File: src/rtl/riscv_run_monitor.sv
// riscv_run_monitor: observes the single-cycle RISC-V core's PC and counts RUN
// cycles and retired instructions. It detects program end (PC held for
// HALT_CYCLES consecutive cycles) or a cycle-budget timeout. On halt it
// snapshots NUM_CH watched words and compares them against expected values to
// give a registered per-channel mismatch and a pass/fail verdict.
// Optional feature macro: RUN_MONITOR_JUMP_CNT_EN adds a jump_count output that
// counts taken branches/jumps (a PC change that is not PC+4).
module riscv_run_monitor #(
  parameter int XLEN        = 64,
  parameter int NUM_CH      = 5,
  parameter int HALT_CYCLES = 4,
  parameter int MAX_CYCLES  = 1000,
  parameter int CNT_W       = 32
) (
  input  logic                     clk,
  input  logic                     reset,
  input  logic                     enable,
  input  logic                     clear,
  input  logic [XLEN-1:0]          pc,
  input  logic [NUM_CH*XLEN-1:0]   watch_data,
  input  logic [NUM_CH*XLEN-1:0]   expected,
  output logic [2:0]               state,
  output logic [CNT_W-1:0]         cycle_count,
  output logic [CNT_W-1:0]         instr_count,
  output logic [NUM_CH*XLEN-1:0]   snapshot,
  output logic [NUM_CH-1:0]        mismatch,
  output logic                     pass,
  output logic                     fail,
`ifdef RUN_MONITOR_JUMP_CNT_EN
  output logic [CNT_W-1:0]         jump_count,
`endif
  output logic [XLEN-1:0]          halt_pc
);

  typedef enum logic [2:0] {
    ST_IDLE    = 3'd0,
    ST_RUN     = 3'd1,
    ST_CHECK   = 3'd2,
    ST_DONE    = 3'd3,
    ST_TIMEOUT = 3'd4
  } state_e;

  // The stable counter must hold HALT_CYCLES on the halting edge without wrapping.
  localparam int STABLE_W = $clog2(HALT_CYCLES + 1);
  // Timeout compare is done wide enough for both the counter and the budget.
  localparam int CMP_W    = (CNT_W + 1 > 32) ? CNT_W + 1 : 32;

  state_e                   state_q;
  logic [CNT_W-1:0]         cycle_count_q, cycle_count_d;
  logic [CNT_W-1:0]         instr_count_q, instr_count_d;
  logic [NUM_CH*XLEN-1:0]   snapshot_q;
  logic [NUM_CH-1:0]        mismatch_q, mismatch_d;
  logic [XLEN-1:0]          halt_pc_q;
  logic [XLEN-1:0]          prev_pc_q;
  logic [STABLE_W-1:0]      stable_cnt_q, stable_cnt_d;
  logic [CNT_W:0]           cycle_next;
  logic                     pc_changed;
  logic                     halt_det;
  logic                     timeout_det;
`ifdef RUN_MONITOR_JUMP_CNT_EN
  logic [CNT_W-1:0]         jump_count_q, jump_count_d;
`endif

  // Next-state values for RUN: saturating counters, halt and timeout detection, verdict compare.
  always_comb begin
    // NOTE: every always_comb output is assigned before any condition so no latch is inferred.
    pc_changed    = (pc != prev_pc_q);
    cycle_count_d = (cycle_count_q == '1) ? cycle_count_q : cycle_count_q + 1'b1;
    instr_count_d = instr_count_q;
    stable_cnt_d  = stable_cnt_q + 1'b1;
    if (pc_changed) begin
      instr_count_d = (instr_count_q == '1) ? instr_count_q : instr_count_q + 1'b1;
      stable_cnt_d  = '0;
    end
`ifdef RUN_MONITOR_JUMP_CNT_EN
    jump_count_d = jump_count_q;
    if (pc_changed && (pc != (prev_pc_q + XLEN'(4))) && (jump_count_q != '1))
      jump_count_d = jump_count_q + 1'b1;
`endif
    halt_det    = !pc_changed && (stable_cnt_q == STABLE_W'(HALT_CYCLES - 1));
    cycle_next  = {1'b0, cycle_count_q} + 1'b1;
    timeout_det = (CMP_W'(cycle_next) == CMP_W'(MAX_CYCLES));
    mismatch_d  = '0;
    for (int ch = 0; ch < NUM_CH; ch++)
      mismatch_d[ch] = (snapshot_q[ch*XLEN +: XLEN] != expected[ch*XLEN +: XLEN]);
  end

  // Monitor FSM with all observable results held in registers.
  always_ff @(posedge clk) begin
    // NOTE: state registers use non-blocking assignments so every update sees pre-edge values.
    if (reset) begin
      state_q       <= ST_IDLE;
      cycle_count_q <= '0;
      instr_count_q <= '0;
      snapshot_q    <= '0;
      mismatch_q    <= '0;
      halt_pc_q     <= '0;
      prev_pc_q     <= '0;
      stable_cnt_q  <= '0;
`ifdef RUN_MONITOR_JUMP_CNT_EN
      jump_count_q  <= '0;
`endif
    end else begin
      case (state_q)
        ST_IDLE: begin
          if (enable) begin
            prev_pc_q    <= pc;
            stable_cnt_q <= '0;
            state_q      <= ST_RUN;
          end
        end
        ST_RUN: begin
          cycle_count_q <= cycle_count_d;
          instr_count_q <= instr_count_d;
          stable_cnt_q  <= stable_cnt_d;
          prev_pc_q     <= pc;
`ifdef RUN_MONITOR_JUMP_CNT_EN
          jump_count_q  <= jump_count_d;
`endif
          if (halt_det) begin
            snapshot_q <= watch_data;
            halt_pc_q  <= pc;
            state_q    <= ST_CHECK;
          end else if (timeout_det) begin
            state_q    <= ST_TIMEOUT;
          end
        end
        ST_CHECK: begin
          mismatch_q <= mismatch_d;
          state_q    <= ST_DONE;
        end
        ST_DONE, ST_TIMEOUT: begin
          if (clear) begin
            cycle_count_q <= '0;
            instr_count_q <= '0;
            snapshot_q    <= '0;
            mismatch_q    <= '0;
            halt_pc_q     <= '0;
            stable_cnt_q  <= '0;
`ifdef RUN_MONITOR_JUMP_CNT_EN
            jump_count_q  <= '0;
`endif
            state_q       <= ST_IDLE;
          end
        end
        default: state_q <= ST_IDLE;
      endcase
    end
  end

  assign state       = state_q;
  assign cycle_count = cycle_count_q;
  assign instr_count = instr_count_q;
  assign snapshot    = snapshot_q;
  assign mismatch    = mismatch_q;
  assign halt_pc     = halt_pc_q;
  assign pass        = (state_q == ST_DONE) && (mismatch_q == '0);
  assign fail        = ((state_q == ST_DONE) && (mismatch_q != '0)) || (state_q == ST_TIMEOUT);
`ifdef RUN_MONITOR_JUMP_CNT_EN
  assign jump_count  = jump_count_q;
`endif

endmodule

File: config.mk
export PLATFORM = sky130hd
export DESIGN_NAME = riscv_run_monitor
export DESIGN_NICKNAME = d
export VERILOG_FILES = /design/src/rtl/riscv_run_monitor.sv
export SDC_FILE = /design/constraint.sdc
export NUM_CORES = 1
export LEC_CHECK = 0
export ABC_CLOCK_PERIOD_IN_PS = 4100
export CAP_MARGIN = 15
export CORE_AREA = 2 2 453 455
export DETAILED_ROUTE_END_ITERATION = 16
export DIE_AREA = 0 0 455 457
export GPL_ROUTABILITY_DRIVEN = 0
export PLACE_DENSITY_LB_ADDON = 0.25
export SETUP_SLACK_MARGIN = 0.5
export SYNTH_ARGS = -nofsm -noshare
export SYNTH_HDL_FRONTEND = slang
export SYNTH_SLANG_ARGS = --single-unit
File: constraint.sdc
create_clock -name clk -period 4.1 [get_ports clk]
set_input_delay 0.82 -clock clk [delete_from_list [all_inputs] [get_ports clk]]
set_output_delay 0.82 -clock clk [all_outputs]
set_load 0.005 [all_outputs]
* Word level (Yosys, flattened, before mapping)
Cells that the tools add are included.
** Storage, ports and cells
- Word-level logic and storage cells :: 77
- Flip-flop bits (word level) :: 523
- Input port bits :: 708
- Output and inout bits :: 458
** Operators by class
- Add/sub/neg operators :: 4
- Equal/unequal tests :: 21
- Reductions and logical operators :: 20
- Multiplexer cells :: 24
** Operators with widths (number)
- $mux 320 :: 2
- $pmux 320 s2 :: 1
- $ne 64x64->1 :: 6
- $pmux 64 s2 :: 2
- $mux 64 :: 3
- $mux 32 :: 4
- $pmux 32 s2 :: 2
- $add 32x1->32 const B :: 2
- $eq 32x32->1 const B :: 2
- $add 32x1->33 const B :: 1
- $eq 33x10->1 const B :: 1
- $mux 3 :: 6
- $ne 2x2->1 const B :: 6
- $pmux 3 s4 :: 1
- $reduce_and 3->1 :: 4
- $pmux 5 s2 :: 1
- $eq 3x2->1 const B :: 3
- $pmux 3 s3 :: 1
- $reduce_bool 2->1 :: 3
- $logic_not 5->1 :: 1
- $mux 5 :: 1
- $reduce_bool 5->1 :: 1
- $reduce_and 2->1 :: 2
- $reduce_and 4->1 :: 1
- 10 further kinds :: 12

* Longest topological paths before layout
- Depth after elaboration :: 5
- Gate-level depth with buffers :: 11
- Mapped depth without buffers :: 9

* Worst setup path before layout
No wires, ideal clock.
- Path kind :: register to register
- Start :: reg cycle_count_q[0] (netlist: cycle_count[0])
- End :: reg cycle_count_q[29] (netlist: cycle_count[29])
- Arrival time :: 2707 ps
- Path slack :: 1257 ps
- Library setup time :: 136 ps
- Period minus slack after synthesis :: 2843 ps
- Cell stages (with the launch flop) :: 11
- Required time :: 3964 ps
- Cell sequence :: dfxtp_1 ha_1 nand3_1 or3_1 buf_6 nor4_4 or4b_4 nand3_2 buf_2 or4b_2 a21oi_2
** On the way
- Longest elaborated chain between the ends :: 3
- Elaborated cells on any way between the ends :: 6
- Those cells by class :: 1 x add/sub; 2 x eq/ne; 2 x mux; 1 x reduce/logical
** Ends and longest elaborated chain
- start: declaration :: RTL line 49 : logic [CNT_W-1:0] cycle_count_q, cycle_count_d;
- start signal: assignment :: RTL line 113 : cycle_count_q <= cycle_count_d;
- $add 32x1->32 or $eq 32x32->1 (tied branches) :: RTL line 68 : cycle_count_d = (cycle_count_q == '1) ? cycle_count_q : cycle_count_q + 1'b1;
- $mux 32 or $ne 2x2->1 (tied branches)
- $pmux 32 s2 or $reduce_and 3->1 (tied branches)
Several ways; a longest one is shown, not always the timed one. The select of a mux whose other input is x is not followed.
A chain may end at the register's enable or synchronous reset.

* Worst setup path after layout
- Start :: in pc[13]
- End :: reg snapshot_q[85] (netlist: snapshot[85])
** On the way
- Longest elaborated chain between the ends :: 5
** Ends and longest elaborated chain
- start: declaration :: RTL line 19 : input logic [XLEN-1:0] pc,
- $ne 64x64->1 :: RTL line 67 : pc_changed = (pc != prev_pc_q);
- $logic_not 1->1 :: RTL line 80 : halt_det = !pc_changed && (stable_cnt_q == STABLE_W'(HALT_CYCLES - 1));
- $logic_and 1x1->1 :: RTL line 80
- $ne 2x2->1 (no line)
- $reduce_and 3->1 (no line)
- end signal: assignment :: RTL line 121 : snapshot_q <= watch_data;
- end: declaration :: RTL line 51 : logic [NUM_CH*XLEN-1:0] snapshot_q;
Every way passes these cells.

==> impl_metrics.py <==
metrics = {
    "worst_setup_path": {
        "path_delay_family": "buffers and inverters",
        "crit_slowest_cell": "clkdlybuf4s50_1",
        "timing.rr.end": "cycle_count[10]",
        "rr_worst_depth": 8,
        "cp.arrival_ns": 4.08,
        "cp-start-kind": "input port",
        "worst-path-stages": 14,
        "cp-endpoint": "snapshot[85]",
        "crit_start": "pc[13]",
        "critical-path-max-stage-delay_ns": 0.65,
        "path_max_fanout": 25,
        "reg2reg_from": "cycle_count[4]",
        "timing.critical_path.buf_inv": 6,
        "critPathKind": "input port to flip-flop",
        "crit_required_ns": 4.69,
        "reg2reg_slack_ns": 0.89,
        "cp-end-kind": "flip-flop",
        "crit_chain": "clkdlybuf4s50_1 -> xor2_1 -> nor4_2 -> buf_4 -> nand4_1 -> nor4_4 -> buf_4 -> nand2_1 -> o21ai_4 -> buf_12 -> buf_16 -> buf_12 -> nand3_1 -> a21oi_1",
    },
    "power_and_ir_drop": {
        "seqPwrFrac_pct": 39.1,
        "pwr-share-clk_pct": 49.8,
        "ir_drop_mv": 0.281,
        "swShare_pct": 26.2,
        "switchingPower_mw": 3.46,
        "cell_internal_pwr_mw": 9.77,
        "power_leakage_nw": 13.9,
        "power_density_nw_per_um2": 307,
        "combPwrFrac_pct": 11.1,
    },
    "drt": {
        "top_layer": "met5",
        "met2WireLength_microns": 94000,
        "drc_errors": 0,
        "via_per_inst": 4.03,
        "antenna_left": 0,
        "wl_met3_microns": 14100,
        "first_pass_iters": 6,
        "wl_microns": 191000,
        "drt_first_iter_violations": 2103,
        "drt-met1-wl_microns": 76000,
        "num_vias": 28400,
        "avgRoutedWirePerCell_microns": 27.1,
    },
    "logic_synthesis": {
        "async_flop_share_pct": 0,
        "synthFlopType": "dfxtp_1",
        "yosys.area.top_type": "dfxtp_1",
        "synth_edf_count": 0,
        "syn_area_per_cell_sq_um": 8.04,
        "synthTopCellsByArea": "dfxtp_1 (42%), a21oi_1 (9.8%), xnor2_1 (8.6%), nand2_1 (8.5%), nand3_1 (8.3%)",
        "yosys_warnings": 0,
        "ys_types": 72,
        "ys_ff_latch": 523,
        "syn_area_sq_um": 24900,
        "synth_nets": 3809,
        "yosysSeqAreaShare_pct": 42.1,
        "netlist_instances": 3096,
        "synth.top_cell.area_share_pct": 42.1,
    },
    "clock_network": {
        "cts_inserted_buffers": 75,
        "cts_tree": "yes",
        "clk_latency_ns": 0.70,
        "htreeDepth": 3,
        "cts_root_buf": "clkbuf_16",
        "clk_path_buf_depth": 3,
        "cts_sinks": 523,
        "path_clk_slew_ns": 0.06,
    },
    "global_route": {
        "overflow": 0,
        "grt_pass1_vias": 27900,
        "track_usage_pct": 17.7,
        "grt_pass1_wl_microns": 251000,
        "grt_start_max_net_pins": 126,
        "antenna_found_initial": 107,
    },
    "place": {
        "hpwlAfterDp_microns": 157000,
        "dpl_cell_area_sq_um": 40500,
        "numPortBuffers": 1165,
    },
    "sta": {
        "period_needed_ns": 3.49,
        "post-route-period-util_pct": 85.2,
        "fin_tns_setup_ns": 0,
        "timing.fmax_mhz": 286,
        "finalHoldViolations": 0,
        "rsz0062_at_grt": "true",
        "drv_slew": 0,
        "clock_skew_ns": 0.0457,
        "setup_viol": 0,
        "slew_headroom_pct": 28.7,
        "worstMarginPinSlew_ns": 1.06,
    },
    "final_layout": {
        "stdcell_area_sq_um": 43100,
        "syn_to_final_growth_pct": 73.0,
        "nNetsFinal": 4992,
        "n_fill_cell": 22600,
        "drive_above_1_share_pct": 8.52,
    },
    "floorplan": {
        "die_y_microns": 457,
        "num_rows": 166,
        "initial_utilization_pct": 12.2,
        "die_x_microns": 455,
        "num_io_pins": 1166,
        "core_area_sq_um": 203000,
        "die-area_sq_um": 208000,
    },
    "run_status": {
        "status": "finished, final reports clean",
    },
    "min_path": {
        "hold_path_depth": 2,
        "hp-class": "flip-flop to flip-flop",
    },
    "flow_run": {
        "maxCapViolations": 0,
    },
}
==> metrics by stage <==
step / util, % / std cells / total power, mW / setup slack (ns) / hold slack [ns]
3_5_place_dp: 19.9 / 6889 / 6.76 / -0.317 / 0.445
2_1_floorplan: - / 3096 / 5.70 / 1.26 / 0.448
4_1_cts: 21.1 / 7018 / 13.5 / 0.507 / 0.453
5_1_grt: 21.2 / 7030 / 13.8 / 0.442 / 0.468
3_3_place_gp: 19.9 / 6889 / 6.76 / -0.298 / 0.438
6_report: 21.2 / 7040 / 13.2 / 0.608 / 0.450
==> power groups by stage <==
| stage | clock network, mW | registers (mW) | logic, mW |
|---|---|---|---|
| floorplan | 0 | 5.28 | 0.420 |
| global placement | 0 | 5.28 | 1.48 |
| detailed placement | 0 | 5.28 | 1.48 |
| CTS | 6.86 | 5.17 | 1.49 |
| global route | 7.01 | 5.18 | 1.57 |
| finish | 6.59 | 5.17 | 1.47 |
==> worst min-delay path by stage <==
stage	from	end
after detailed placement	halt_pc[45]	halt_pc[45]
after global routing	halt_pc[36]	halt_pc[36]
final	halt_pc[6]	halt_pc[6]
after global placement	halt_pc[30]	halt_pc[30]
after floorplan	prev_pc_q[0]	prev_pc_q[0]
after CTS	halt_pc[30]	halt_pc[30]
==> worst reg2reg max path: stages (launching register included) <==
cell and delay (ns):
dfxtp_1 0.65, nand4_4 0.26, or3_1 0.48, nor4_4 0.39, or4b_4 0.58, nand2_8 0.24
buf_4 0.31, o21ai_1 0.12, a21oi_2 0.12
==> cells in the final DEF, fill, tap and decap left out, types with 10 or more instances in the layout <==
cell type           n
inv_1              11
o21ai_0            21
xor2_1            153
clkinv_2           12
nor3_1             25
and3_1             12
a21oi_2            24
clkbuf_8           10
nor2_1             41
dfxtp_1           523
nand4_1            90
buf_12             27
nand3_1           414
clkbuf_1           17
o21ai_2            21
a21oi_1           487
or4_1              15
xnor2_1           245
diode_2            21
buf_4             139
nor4_1             52
clkdlybuf4s50_1  1160
or3_1              27
nand2_1           567
clkbuf_16          78
==> cells by family (layout without fill, tap and decap cells) <==
group / after synthesis / count (layout) / share of synthesized area [%]
buffers and inverters: 238 / 1473 / 4.44
other: 0 / 21 / 0
adders and majority gates: 5 / 5 / 0.251
AOI/OAI and AO/OA: 604 / 604 / 13.3
and+or+nand+nor: 1321 / 1321 / 25.7
xor gates and xnor gates: 398 / 398 / 14.0
DFF: 523 / 523 / 42.1
muxes: 7 / 7 / 0.281
==> repair_timing <==
action	CTS	global route
gates resized for setup	3	9
buffers inserted	0	1
hold buffers	0	0
pin swaps	0	1
endpoints found under the setup margin	76	334
==> registers in the layout, indices dropped and copies added (netlist names) <==
| signal | cells |
|---|---|
| snapshot | 320 |
| instr_count | 32 |
| cycle_count | 32 |
| state | 3 |
| stable_cnt_q | 3 |
| mismatch | 5 |
| halt_pc | 64 |
| prev_pc_q | 64 |
==> area by class of cell <==
class | count | area (sq um) | area share, %
Clock buffer | 105 | 2150 | 5.00
Sequential cell | 523 | 10500 | 24.3
Inverter | 11 | 41.3 | 0.0958
Multi-Input combinational cell | 2335 | 13400 | 31.2
Timing Repair Buffer | 1333 | 13300 | 30.9
Antenna cell | 21 | 52.6 | 0.122
Clock inverter | 24 | 267 | 0.619
Tap cell | 2688 | 3360 | 7.81
==> Yosys cell counts (9+ instances only) <==
| cell type | count |
|---|---|
| o21ai_1 | 9 |
| nor4_1 | 60 |
| xnor2_1 | 245 |
| nor2_1 | 42 |
| o21ai_0 | 21 |
| or4_1 | 15 |
| a21oi_1 | 487 |
| xor2_1 | 153 |
| nand3_1 | 414 |
| nand4_1 | 90 |
| a21oi_2 | 24 |
| buf_2 | 45 |
| clkbuf_1 | 167 |
| nor3_1 | 25 |
| dfxtp_1 | 523 |
| inv_1 | 11 |
| or3_1 | 27 |
| nand2_1 | 567 |
| and2_1 | 10 |
| o21ai_2 | 21 |
| and3_1 | 12 |
==> routing by layer <==
| metal | track usage [%] | up-vias |
|---|---|---|
| li1 | - | 13100 |
| met5 | 0 | - |
| met1 | 20.8 | 13700 |
| met2 | 30.6 | 1188 |
| met3 | 4.72 | 287 |
| met4 | 6.02 | 46 |
(Power assumes the default switching activity.)
